--- src/rtl/mb_drive_xfer.sv ---
// Massbus drive-side transfer engine: read, write and write-check between the RH11 and a sector buffer.
// Optional REQ/ACK watchdog enabled by defining MB_DRIVE_XFER_TIMEOUT_EN.
module mb_drive_xfer #(
  parameter int DRVNUM  = 0,
  parameter int WPS     = 128,
  parameter int TIMEOUT = 1023
) (
  input  logic        clk,
  input  logic        rst,
  input  logic        mbINIT,
  input  logic        mbGO,
  input  logic [4:0]  mbFUN,
  input  logic [2:0]  mbUNIT,
  input  logic        mbWCZ,
  input  logic        mbACKI,
  input  logic [35:0] mbDATAI,
  output logic        mbREQO,
  output logic [35:0] mbDATAO,
  output logic        mbINCBA,
  output logic        mbINCWC,
  output logic        mbWCE,
  output logic        mbNPRO,
  output logic        mbATA,
  output logic        secREQ,
  output logic        secWR,
  input  logic        secACK,
  output logic [6:0]  bufADDR,
  input  logic [35:0] bufDI,
  output logic [35:0] bufDO,
  output logic        bufWE,
  output logic        xferBUSY,
  output logic        xferERR
);

  typedef enum logic [2:0] {IDLE, FILL, FETCH, REQ, INC, CHK, FLUSH, DONE} state_t;
  typedef enum logic [1:0] {OP_READ, OP_WRITE, OP_WCHK} op_t;

  localparam logic [4:0] FUN_READ  = 5'o34;
  localparam logic [4:0] FUN_WRITE = 5'o30;
  localparam logic [4:0] FUN_WCHK  = 5'o24;
  localparam logic [6:0] IDX_MASK  = 7'(WPS - 1);

  if (WPS < 2 || WPS > 128 || (WPS & (WPS - 1)) != 0) begin : gBadWps
    $error("mb_drive_xfer: WPS must be a power of two in 2..128");
  end
  if (TIMEOUT < 1) begin : gBadTimeout
    $error("mb_drive_xfer: TIMEOUT must be at least 1");
  end

  state_t     state, nxt;
  op_t        op, funOp;
  logic [6:0] index;
  logic       fetchHold;
  logic       lastFlush;
  logic       funValid;
  logic       goOk;
  logic       wcMiss;
  logic       toHit;

  always_comb begin
    funValid = 1'b1;
    funOp    = OP_READ;
    case (mbFUN)
      FUN_READ:  funOp = OP_READ;
      FUN_WRITE: funOp = OP_WRITE;
      FUN_WCHK:  funOp = OP_WCHK;
      default:   funValid = 1'b0;
    endcase
  end

  assign goOk     = mbGO && funValid && (mbUNIT == 3'(DRVNUM));
  assign wcMiss   = (state == REQ) && mbACKI && (op == OP_WCHK) && (mbDATAI != mbDATAO);
  assign bufADDR  = index;
  assign bufDO    = mbDATAI;
  assign xferBUSY = (state != IDLE);

`ifdef MB_DRIVE_XFER_TIMEOUT_EN
  localparam int TOW = $clog2(TIMEOUT + 1);
  logic [TOW-1:0] toCnt;

  always_ff @(posedge clk) begin
    if (rst || mbINIT) begin
      toCnt <= '0;
    end else if (state == REQ && !mbACKI) begin
      toCnt <= toCnt + 1'b1;
    end else begin
      toCnt <= '0;
    end
  end

  // REQ is held for exactly TIMEOUT cycles before giving up
  assign toHit = (state == REQ) && !mbACKI && (toCnt == TOW'(TIMEOUT - 1));
`else
  assign toHit = 1'b0;
`endif

  always_comb begin
    nxt     = state;
    mbREQO  = 1'b0;
    mbNPRO  = 1'b0;
    mbINCBA = 1'b0;
    mbINCWC = 1'b0;
    mbWCE   = 1'b0;
    secREQ  = 1'b0;
    secWR   = 1'b0;
    bufWE   = 1'b0;
    case (state)
      IDLE: begin
        if (goOk) nxt = (funOp == OP_WRITE) ? REQ : FILL;
      end
      FILL: begin
        secREQ = 1'b1;
        if (secACK) nxt = FETCH;
      end
      FETCH: begin
        mbNPRO = 1'b1;
        if (fetchHold) nxt = REQ;
      end
      REQ: begin
        mbNPRO = 1'b1;
        mbREQO = 1'b1;
        if (mbACKI) begin
          bufWE = (op == OP_WRITE);
          if (wcMiss) begin
            mbWCE = 1'b1;
            nxt   = DONE;
          end else begin
            nxt = INC;
          end
        end else if (toHit) begin
          nxt = DONE;
        end
      end
      INC: begin
        mbNPRO  = 1'b1;
        mbINCBA = 1'b1;
        mbINCWC = 1'b1;
        nxt     = CHK;
      end
      CHK: begin
        if (mbWCZ)            nxt = (op == OP_WRITE) ? FLUSH : DONE;
        else if (index == '0) nxt = (op == OP_WRITE) ? FLUSH : FILL;
        else                  nxt = (op == OP_WRITE) ? REQ : FETCH;
      end
      FLUSH: begin
        secREQ = 1'b1;
        secWR  = 1'b1;
        if (secACK) nxt = lastFlush ? DONE : REQ;
      end
      DONE: nxt = IDLE;
      default: nxt = IDLE;
    endcase
  end

  always_ff @(posedge clk) begin
    if (rst || mbINIT) begin
      state     <= IDLE;
      op        <= OP_READ;
      index     <= '0;
      fetchHold <= 1'b0;
      lastFlush <= 1'b0;
      mbDATAO   <= '0;
      mbATA     <= 1'b0;
      xferERR   <= 1'b0;
    end else begin
      state <= nxt;
      case (state)
        IDLE: begin
          if (goOk) begin
            op        <= funOp;
            index     <= '0;
            fetchHold <= 1'b0;
            lastFlush <= 1'b0;
            xferERR   <= 1'b0;
            mbATA     <= 1'b0;
          end
        end
        // first FETCH cycle presents the address, second captures the buffer output
        FETCH: begin
          fetchHold <= !fetchHold;
          if (fetchHold) mbDATAO <= bufDI;
        end
        REQ:  if (wcMiss || toHit) xferERR <= 1'b1;
        INC:  index <= (index + 7'd1) & IDX_MASK;
        CHK:  lastFlush <= mbWCZ;
        DONE: mbATA <= 1'b1;
        default: ;
      endcase
    end
  end

endmodule

--- config.mk ---
export PLATFORM = sky130hd
export DESIGN_NAME = mb_drive_xfer
export DESIGN_NICKNAME = d
export VERILOG_FILES = /design/src/rtl/mb_drive_xfer.sv
export SDC_FILE = /design/constraint.sdc
export NUM_CORES = 1
export LEC_CHECK = 0
export ABC_CLOCK_PERIOD_IN_PS = 7000
export CAP_MARGIN = 20
export CORE_UTILIZATION = 40
export DETAILED_ROUTE_END_ITERATION = 8
export PLACE_DENSITY = 0.86
export SETUP_SLACK_MARGIN = 0.5
export SLEW_MARGIN = 25
export SYNTH_ARGS = -nofsm -noshare
export SYNTH_HDL_FRONTEND = slang
export SYNTH_SLANG_ARGS = --single-unit
--- constraint.sdc ---
create_clock -name clk -period 7 [get_ports clk]
set_clock_uncertainty 0.1 [all_clocks]
set_input_delay 0.7 -clock clk [delete_from_list [all_inputs] [get_ports clk]]
set_output_delay 0.7 -clock clk [all_outputs]
set_load 0.05 [all_outputs]
# Word level (Yosys, flattened, before mapping)
# Cells that the tools add are included.
[classes]
addsub = 1
eq_ne = 20
muxes = 34
reduce_logical = 27
[op_table]
columns = ["op", "n"]
rows = [
  ["36-bit inequality test", 1],
  ["3-bit 2-to-1 mux", 9],
  ["3-bit case mux with 8 select lines", 1],
  ["5-bit equality test (second input constant)", 3],
  ["1-bit 2-to-1 mux", 15],
  ["7-bit case mux with 2 select lines", 1],
  ["3-bit equality test (second input constant)", 4],
  ["2-bit inequality test (second input constant)", 6],
  ["2-bit AND reduction", 6],
  ["2-bit nonzero test", 5],
  ["1-bit case mux with 2 select lines", 4],
  ["7-bit by 1-bit adder with 7-bit output (second input constant)", 1],
  ["7-bit zero test", 1],
  ["7-bit 2-to-1 mux", 1],
  ["3-bit by 2-bit equality test with 1-bit output (second input constant)", 2],
  ["3-bit zero test", 2],
  ["3-bit OR reduction", 2],
  ["1-bit logical AND", 5],
  ["5-bit AND reduction", 1],
  ["2-bit by 1-bit equality test with 1-bit output (second input constant)", 2],
  ["2-bit 2-to-1 mux", 2],
  ["2-bit case mux with 2 select lines", 1],
  ["3-bit by 1-bit equality test with 1-bit output (second input constant)", 1],
  ["3-bit AND reduction", 1],
  ["other kinds (5)", 5],
]
[word_totals]
reg_bits = 52
elab_cells = 90

# Depth between registers and ports, before layout
# Gate-level depths: netlist of the first run.
[depth]
ltp_word = 7
ltp_mapped = 10
ltp_nobuf = 10

# Least setup slack after synthesis of the first run
# OpenSTA, ideal clock, no wires.
[synth_path]
path_type = "input to output"
start = "in mbDATAI[4]"
end = "out mbWCE"
arrival_time_ns = 1.895
t_required_ns = 6.200
setup_slack_ns = 4.305
stages = 5
path_buffers = 0
cell_sequence = "xor2_1 nor4_1 nand3_1 o31ai_1 inv_1"
[synth_between]
elab_chain_len = 5
[synth_lines]
columns = ["item", "line", "source"]
rows = [
  ["start: declaration", "16", "input logic [35:0] mbDATAI,"],
  ["36-bit inequality test", "72", "assign wcMiss = (state == REQ) && mbACKI && (op == OP_WCHK) && (mbDATAI != mbDATAO);"],
  ["1-bit logical AND", "72", ""],
  ["1-bit 2-to-1 mux", "124", "if (wcMiss) begin"],
  ["1-bit 2-to-1 mux", "122", "if (mbACKI) begin"],
  ["1-bit 2-to-1 mux", "107", "case (state)"],
  ["end: declaration", "21", "output logic mbWCE,"],
]
# Every way passes these cells.

# Final worst setup path of the first run
[layout_path]
start = "in mbDATAI[35]"
end = "out mbWCE"
# Same word-level chain as after synthesis.

==> results of run 1 <==
cells by family after synthesis:
kind of cell	share of synthesized area, %
AND/OR/NAND/NOR	24.1
buffers and inverters	13.0
multiplexers	0.391
AO/OA/AOI/OAI	13.7
XOR/XNOR	10.9
adder cells (fa/ha/maj)	1.74
flip-flops	36.1
per-stage QoR:
step / util [%] / instance area [µm²] / hold WS (ns) / power [µW] / std cells
CTS: 66.2 / 4540 / 0.357 / 609 / 604
floorplan: - / 2880 / 0.335 / 373 / 373
global route: 66.2 / 4540 / 0.382 / 628 / 604
global placement: 64.8 / 4450 / 0.330 / 433 / 596
detailed placement: 64.8 / 4450 / 0.338 / 435 / 596
finish: 66.2 / 4540 / 0.353 / 606 / 604
sequential cells by signal, summed over array words and instances (netlist names):
signal	count
op	2
lastFlush	1
xferERR	1
fetchHold	1
state	3
mbDATAO	36
bufADDR	7
mbATA	1
metal layers:
metal	up-vias	track usage (%)	wire, µm
met5	-	0	0
met4	0	6.21	127
met3	10	6.16	745
met2	155	41.9	4580
met1	1347	23.8	3300
li1	1478	-	-
final cells by class:
cell class,count,area [µm²]
Inverter,11,41.3
Clock buffer,5,68.8
Timing Repair Buffer,178,1780
Clock inverter,3,22.5
Fill cell,569,2320
Multi-Input combinational cell,259,1470
Tap cell,96,120
Sequential cell,52,1040
worst reg2reg max path: stages, from the launching register on:
cell and delay, ns:
dfxtp_1 0.38, inv_1 0.08, ha_1 0.15, or4b_2 0.58
nor3_1 0.30, ha_1 0.30, nor2_1 0.09, a21oi_1 0.06
nor2_1 0.13, nor4_1 0.07, a311oi_1 0.26
power groups by stage:
stage | registers [µW] | logic, µW | clock network, µW
5_1_grt | 296 | 138 | 194
3_5_place_dp | 303 | 132 | 0
6_report | 296 | 132 | 178
2_1_floorplan | 303 | 70.5 | 0
3_3_place_gp | 303 | 130 | 0
4_1_cts | 296 | 133 | 180
Yosys cell counts (3+ instances only):
cell type / number / area, µm²
a21oi_1: 52 / 260
buf_4: 37 / 278
clkbuf_1: 11 / 41.3
dfxtp_1: 52 / 1040
ha_1: 4 / 50.1
inv_1: 11 / 41.3
nand2_1: 86 / 323
nand3_1: 4 / 20.0
nand3b_1: 3 / 22.5
nor2_1: 17 / 63.8
nor3_1: 4 / 20.0
nor4_1: 10 / 62.6
o21ai_0: 10 / 50.1
xor2_1: 36 / 315
final timing paths:
path	depth (start not counted)	slack (ns)	to
setup / recovery	7	2.85	mbWCE
hold / removal	2	0.35	xferERR
setup reg to reg	10	4.42	state[0]
hold reg to reg	2	0.35	xferERR
==> flow_summary.toml, run 1 <==
[outcome]
run_status = "finished clean"

[yosys]
ys_seq_elements = 52
ys_async_sr_fraction_pct = 0
synth_top_flop_cell = "dfxtp_1"
synth_seq_area_share_pct = 36.1
ys_warn_count = 0
synth_area_per_cell_um2 = 7.72
synth_edf_count = 0
synth.cell_area_um2 = 2880
synth_cell_types = 40
synth_nets = 464
synth_cells = 373

[sta]
slew_headroom_pct = 35.5
setup-violations-final = 0
post-route-period-util_pct = 59.3
layout_setup_ws_ns = 2.85
hold_viol = 0
fin_tns_setup_ns = 0
slew_violations = 0
rsz0062_at_grt = "false"
worst_pin_slew_ns = 0.967
min_period_ns = 4.15
fmax_ghz = 0.241

[route]
vias = 2990
viasPerCell = 4.95
wl_per_cell_um = 14.5
drt_wl_total_mm = 8.75
drtIter0Drc = 158
drc = 0
ant_nets = 0
drtPass1Iterations = 4

[clock_tree]
htreeDepth = 2
cts-buffers-inserted = 5
cts_resized = 0
cts_setup_buffers = 0
path_clk_slew_ns = 0.10
cts.sinks = 52
cts_buffer_depth = 2
tritoncts = "done"
cts-hold-fix-buffers = 0
clk_latency_ns = 0.30
clock-root-buffer = "clkbuf_8"

[min_path]
hp-class = "reg2reg"
hold_start = "xferERR"

[setup_path]
critPathSlowestCell = "clkdlybuf4s50_1"
critical_path.max_stage_delay_ns = 0.72
r2r-start = "bufADDR[0]"
cpMostUsedCell = "clkdlybuf4s50_1"
critPathMaxFanout = 4
crit_start = "mbDATAI[35]"
end_kind = "primary output"
crit_arrival_ns = 3.35
path_class = "in2out"
crit_required_ns = 6.20
worst_path_dominant_cell_family = "buffers and inverters"
path_cells = "clkdlybuf4s50_1, xor2_1, nor4_1, nand4_1, o31ai_1, inv_1, clkdlybuf4s50_1"
crit_buf_inv = 3
worstSetupStartpointType = "input pin"

[power_and_ir_drop]
clock_power_share_pct = 29.4
max-vdd-ir-drop_mv = 0.0789
sw_frac_of_total_pct = 28.4
p_int_uw = 434
powerDensity_nw_per_um2 = 133
p_comb_share_pct = 21.8
leakage_uw = 0.00165
p_switching_uw = 172
seqPwrFrac_pct = 48.8

[layout]
drive_gt1_share_pct = 3.94
mostFrequentLayoutCells = "clkdlybuf4s50_1, nand2_1, a21oi_1, dfxtp_1, xor2_1"
area_delta_synth_final_pct = 57.8
final_common_cell = "clkdlybuf4s50_1"
num_antenna_cells = 0
nets = 598

[floorplanning]
die_h_um = 86.9
die_area_um2 = 7540
fp.coreArea_um2 = 6870
rows = 30
initial_core_util_pct = 41.9
io_pins = 177
die_w_um = 86.9

[placed_design]
dp_hpwl_mm = 6.73
gp_congestion = 0.900
port_buffers = 176
pre_cts_ws_ns = 2.82

[grt]
grt_pass1_vias = 2673
grt_max_degree = 49
antenna_found_initial = 0
grt_overflow = 0
grt_pass1_wl_mm = 12.9
grt_usage_pct = 22.1

[job]
maxCapViolCount = 0
No activity file was read; power rests on OpenSTA's default activity.
==> run 2, diff against run 1 <==
- ABC_CLOCK_PERIOD_IN_PS: 7000 -> 3500
- CORE_UTILIZATION: 40 -> 34
- PLACE_DENSITY: 0.86 -> 0.78
- clock period: 7 -> 3.5 ns (I/O delays scaled with it)
==> flow_summary.toml, run 2 (synthesized netlist as in run 1, its figures left out) <==
[sta]
fmax_ghz = 0.350
fin_tns_setup_ns = 0
hold_ws_ns = 0.351
worst_pin_slew_ns = 0.937
rsz0062_at_grt = "false"
post-route-period-util_pct = 81.7
hold_viol = 0
slew_headroom_pct = 37.5
slew_violations = 0
setup-violations-final = 0
min_period_ns = 2.86

[setup_path]
crit_required_ns = 3.05
critPathMaxFanout = 4
path_class = "in2out"
end_kind = "primary output"
worstSetupStartpointType = "input pin"
crit_arrival_ns = 2.41

[power_and_ir_drop]
clock_power_share_pct = 29.9
p_int_uw = 870
seqPwrFrac_pct = 48.4
powerDensity_nw_per_um2 = 267
p_comb_share_pct = 21.6
leakage_uw = 0.00169
p_switching_uw = 352
max-vdd-ir-drop_mv = 0.172
sw_frac_of_total_pct = 28.8

[layout]
top_register = "mbDATAO"
num-fill-cells = 762
multiInputGateArea_um2 = 1480
mostFrequentLayoutCells = "clkdlybuf4s50_1, nand2_1, a21oi_1, dfxtp_1, xor2_1"
drive_gt1_share_pct = 4.33
register_area_um2 = 1040
largest_reg_flops = 36
final_common_cell = "clkdlybuf4s50_1"
nets = 598
area_delta_synth_final_pct = 58.6

[route]
drc = 0
ant_nets = 0
wl_per_cell_um = 14.3
drtPass1Iterations = 4
drt_wl_total_mm = 8.81
drtIter0Drc = 73
vias = 3001
viasPerCell = 4.89

[floorplanning]
die_h_um = 94.0
io_pins = 177
die_w_um = 94.0
initial_core_util_pct = 35.1
die_area_um2 = 8840
fp.coreArea_um2 = 8220
rows = 33

[grt]
grt_max_degree = 49
antenna_found_initial = 1
grt_usage_pct = 19.5
use_met1_pct = 23.7
grt_pass1_wl_mm = 13.4
grt_pass1_vias = 2759
grt_overflow = 0
use_met3_pct = 3.88
top_usage_layer = "met2"
grt_use_met2_pct = 34.9

[clock_tree]
clock-root-buffer = "clkbuf_8"
cts-buffers-inserted = 5
cts_buffer_depth = 2
htreeDepth = 2
tritoncts = "done"
cts_setup_buffers = 0
cts.sinks = 52
path_clk_slew_ns = 0.10
clk_latency_ns = 0.31

[job]
maxCapViolCount = 0

[min_path]
hp-class = "reg2reg"

[placed_design]
gp_congestion = 0.868
port_buffers = 176
dp_hpwl_mm = 6.78

[outcome]
run_status = "finished clean"
-- run 2: worst max-delay path, cell delays in order --
cell	delay [ns]
clkdlybuf4s50_1	0.47
xor2_1	0.17
nor4_1	0.38
nand4_1	0.27
o31ai_2	0.48
inv_1	0.08
buf_4	0.20
-- run 2: routing by layer --
layer,vias up,wire length [µm]
met3,9,650
met1,1380,3530
li1,1481,-
met4,0,144
met5,-,0
met2,131,4480
-- run 2: repair_timing --
item | 4_1_cts | 5_1_grt
hold buffers | 0 | 0
pin swaps | 0 | 0
resized for setup | 1 | 2
endpoints found under the setup margin | 1 | 2
-- run 2: power groups by stage --
stage	clock network [µW]	logic, µW	registers, µW
6_report	366	264	592
3_3_place_gp	0	263	605
4_1_cts	375	266	592
2_1_floorplan	0	141	605
3_5_place_dp	0	265	605
5_1_grt	402	278	592
-- run 2: through the flow --
step / util, % / instances / power, µW / cell area (µm²) / setup WS, ns
finish: 55.6 / 614 / 1220 / 4570 / 0.640
global route: 55.6 / 614 / 1270 / 4570 / 0.530
CTS: 55.5 / 613 / 1230 / 4560 / 0.604
detailed placement: 54.3 / 605 / 870 / 4460 / 0.458
global placement: 54.3 / 605 / 868 / 4460 / 0.423
floorplan: - / 373 / 746 / 2880 / 1.05
-- run 2: layout make-up --
class                      instances  share of cell area (%)
timing repair buffer             178                    38.9
tap                              105                    2.88
antenna                            1                  0.0548
clock inverter                     3                   0.548
inverter                          11                   0.904
clock buffer                       5                    1.51
sequential                        52                    22.8
multi-input combinational        259                    32.4
-- run 2: final timing paths --
| check | end | depth (start not counted) | from | slack [ns] |
|---|---|---|---|---|
| max | mbWCE | 7 | mbDATAI[35] | 0.64 |
| min | xferERR | 2 | xferERR | 0.35 |
| max reg2reg | state[0] | 10 | bufADDR[0] | 0.95 |
| min reg2reg | xferERR | 2 | xferERR | 0.35 |
==> run 3, diff against run 2 <==
- ABC_CLOCK_PERIOD_IN_PS: 3500 -> 2700
- CORE_UTILIZATION: 34 -> 37
- PLACE_DENSITY: 0.78 -> 0.8
- clock period: 3.5 -> 2.7 ns (I/O delays scaled with it)
==> flow_summary.toml, run 3 (synthesized netlist as in run 1, its figures left out) <==
[placed_design]
port_buffers = 176
dp_hpwl_mm = 6.61
gp_congestion = 0.850
pre_cts_ws_ns = 0.210

[sta]
rsz0062_at_grt = "true"
setup-violations-final = 0
post-route-period-util_pct = 84.6
fmax_ghz = 0.438
worst_pin_slew_ns = 0.949
slew_violations = 0
layout_setup_ws_ns = 0.417
fin_tns_setup_ns = 0
min_period_ns = 2.28
hold_viol = 0
slew_headroom_pct = 36.7

[layout]
register_area_um2 = 1060
final_common_cell = "clkdlybuf4s50_1"
mostFrequentLayoutCells = "clkdlybuf4s50_1, nand2_1, a21oi_1"
num-fill-cells = 660
nets = 605
num_antenna_cells = 0
drive_gt1_share_pct = 9.92
area_delta_synth_final_pct = 62.1
multiInputGateArea_um2 = 1540
top_register = "mbDATAO"
largest_reg_flops = 36

[route]
wl_met3_um = 512
viasPerCell = 4.91
wl_per_cell_um = 14.2
vias = 3012
drtIter0Drc = 47
drtPass1Iterations = 4
drc = 0
top_layer_used = "met4"
drt_wl_total_mm = 8.72
ant_nets = 0
routed-wl-met2_mm = 4.44
drt-met1-wl_mm = 3.62

[grt]
grt_max_degree = 49
grt_pass1_wl_mm = 13.8
grt_overflow = 0
antenna_found_initial = 0
grt_pass1_vias = 2830
grt_usage_pct = 20.8

[setup_path]
critPathMaxFanout = 4
crit_arrival_ns = 1.91
end_kind = "primary output"
crit_required_ns = 2.33
path_class = "in2out"
worstSetupStartpointType = "input pin"

[clock_tree]
tritoncts = "done"
cts-hold-fix-buffers = 0
clock-root-buffer = "clkbuf_8"
cts-buffers-inserted = 5
clk_latency_ns = 0.30
cts_buffer_depth = 2
path_clk_slew_ns = 0.09
cts.sinks = 52
htreeDepth = 2

[floorplanning]
die_w_um = 90.2
initial_core_util_pct = 39.1
fp.coreArea_um2 = 7370
die_area_um2 = 8140
io_pins = 177
rows = 31
die_h_um = 90.2

[min_path]
hp-class = "reg2reg"

[power_and_ir_drop]
leakage_uw = 0.00180
powerDensity_nw_per_um2 = 338
max-vdd-ir-drop_mv = 0.262

[outcome]
run_status = "finished clean"

[job]
maxCapViolCount = 0
[run 3: cell types whose count changed in the layout (fill, tap and decap cells not counted), sizes merged]
cell           before  now
buf                 3   12
diode               1    0
clkinvlp            1    0
inv                13   11
dlymetal6s2s        2    6
dlygate4sd2         0   14
clkdlybuf4s50     173  150
clkbuf              5   10
[run 3: critical path, cell delays in order]
cell,delay (ns)
clkdlybuf4s50_1,0.46
xor2_1,0.18
nor4_2,0.27
nand4_1,0.15
o31ai_1,0.22
buf_4,0.18
inv_2,0.04
buf_6,0.14
[run 3: path summary, 6_finish.rpt]
kind,endpoint,slack [ns],cells after the start,startpoint
hold / removal,xferERR,0.35,2,xferERR
hold reg to reg,xferERR,0.35,2,xferERR
setup / recovery,mbWCE,0.42,8,mbDATAI[20]
setup reg to reg,state[0],0.53,10,bufADDR[0]
[run 3: report_power, final]
group	internal (µW)	switching, µW
Combinational	165	175
Sequential	764	0.352
Clock	229	245
Total	1160	420
[run 3: layout make-up]
class	instances	area share [%]
clock buffer	7	2.06
timing repair buffer	185	38.7
sequential	52	22.6
inverter	11	0.884
multi-input combinational	259	33.1
tap	99	2.65
[run 3: repair_timing]
action,4_1_cts,5_1_grt
pin swaps,12,7
buffers inserted,1,2
gates resized for setup,29,17
cloned,0,0
endpoints found under the setup margin,8,6
[run 3: layer usage]
metal | vias to the layer above | track usage (%)
met2 | 124 | 36.8
met5 | - | 0
li1 | 1495 | -
met4 | 0 | 5.24
met1 | 1380 | 25.4
met3 | 13 | 4.48
[run 3: through the flow]
| step | instance area, µm² | hold slack, ns | util (%) | total power [µW] | std cells |
|---|---|---|---|---|---|
| 6_report | 4670 | 0.350 | 63.4 | 1580 | 613 |
| 5_1_grt | 4670 | 0.375 | 63.4 | 1640 | 613 |
| 4_1_cts | 4620 | 0.350 | 62.7 | 1590 | 611 |
| 3_5_place_dp | 4500 | 0.336 | 61.0 | 1120 | 603 |
| 3_3_place_gp | 4500 | 0.334 | 61.0 | 1120 | 603 |
| 2_1_floorplan | 2900 | 0.306 | - | 965 | 373 |
==> RTL edit: new RTL, config.mk and constraints of run 3 <==
The option `MB_DRIVE_XFER_TIMEOUT_EN` is turned on by a define.
--- a/src/rtl/mb_drive_xfer.sv
+++ b/src/rtl/mb_drive_xfer.sv
@@ -2,2 +2,4 @@
 // Optional REQ/ACK watchdog enabled by defining MB_DRIVE_XFER_TIMEOUT_EN.
+`define MB_DRIVE_XFER_TIMEOUT_EN
+
 module mb_drive_xfer #(
Behaviour: no difference found for any inputs over 10 cycles, from zero or initial values; that may be too few to reach the edited logic, so the function may still have changed.
==> RTL edit against run 3 <==
Sequential cell count grew 10. Routed wire length grew 22%. Critical path depth rose by 1. Cell area grew 15%. Power increased by 37%. Global-route usage rose by 1.5 points. Setup slack worse by 250 ps. Register-to-register slack lost 270 ps. Synthesized area up 17%. Count of clock-buffer cells in the layout grew 5.
==> RTL edit: results (changes against run 3) <==
* Fraction of area in registers at 23.4% (+0.80 points)
* DP HPWL at 7.84 mm (+19%)
* Initial DRC Count at 88 (+87%)
* Final net count at 675 (+12%)
* Post-synthesis cell type count at 43 (+7.5%)
* Post-synthesis adder-cell area fraction at 2.23% (+0.49 points)
* Area contributors post-synth: dfxtp_1, xor2_1, nand2_1
* First-pass GRT wire length at 17.0 mm (+23%)
* Met2 GRT Util at 38.6% (+1.7 points)
* DRT Wirelength at 10.6 mm (+22%)
* GRT Total Usage at 22.3% (+1.5 points)
* H-tree Lvls at 3 (+1)
* Layout cells sized above 1 at 12.4% (+2.5 points)
* Vias in the first global route at 3369 (+19%)
* DR WL met2 at 5.39 mm (+21%)
* Layout fillers at 773 (+17%)
* GPL Wtd Cong at 0.878 (+3.4%)
* Signal buf overhead at 35.2% (-3.5 points)
* Outcome: complete, no violations
* Post-synthesis mux area share at 0.334% (-0.057 points)
* Clock buffers at 12 (+5)
* Xor/xnor share of the synthesized area at 10.9% (-0.042 points)
* Most frequent cells after synthesis: nand2_1, dfxtp_1, a21oi_1, xor2_1, buf_4
* P_leak at 2.02 nW (+12%)
* Met1 GRT Util at 27.0% (+1.6 points)
* Largest net degree at the start of global routing at 37 (-24%)
* Clk cell area share at 4.01% (+1.9 points)
* Comb_multi_in at 305 (+18%)
## RTL edit: cell types whose count changed in the layout (fill, tap and decap cells not counted), moves of 7 or more
cell	delta
dlygate4sd2_1	-10
nand3_1	+10
clkdlybuf4s50_1	+15
buf_4	+8
dfxtp_1	+10
o21ai_1	+7
## RTL edit: worst paths after layout
kind                                 from                    end  slack [ps]  cells after the start
setup / recovery              mbDATAI[11]                  mbWCE         170                      9
hold / removal         op[1]$_SDFFE_PP0P_     op[1]$_SDFFE_PP0P_         370                      2
setup reg to reg  bufADDR[0]$_SDFFE_PP0P_  state[1]$_SDFFE_PP0P_         260                     10
hold reg to reg        op[1]$_SDFFE_PP0P_     op[1]$_SDFFE_PP0P_         370                      2
## RTL edit: worst reg2reg max path, cell delays in order, from the launching register on
cell	delay, ps
dfxtp_4	350
inv_2	70
ha_4	120
or4b_4	460
nor3_4	200
ha_2	190
nand2b_1	60
a211oi_2	270
nand3_1	180
nor4_4	210
o31ai_1	100
## RTL edit: cells by family after synthesis
group,count (synthesis)
compound gates,79
flops,62
simple gates,177
xor+xnor,42
mux,1
fa+ha+maj,6
buf+inv,66
## RTL edit: through the flow
| stage | instance area [um2] | util (%) | instances | hold WS, ps |
|---|---|---|---|---|
| after floorplan | 3410 | - | 433 | 306 |
| after global placement | 5010 | 57.2 | 671 | 353 |
| after detailed placement | 5010 | 57.2 | 671 | 366 |
| after CTS | 5300 | 60.5 | 691 | 360 |
| after global routing | 5360 | 61.2 | 695 | 376 |
| final | 5360 | 61.2 | 695 | 374 |
## RTL edit: report_power, final
part	internal, mW	switching, mW
Clock	0.543	0.351
Sequential	0.912	0.000393
Combinational	0.173	0.179
Total	1.63	0.530
## RTL edit: what timing repair did
item	CTS	global route
setup endpoints to repair	9	10
resized for setup	26	9
buffers inserted	4	4
pin swaps	4	2
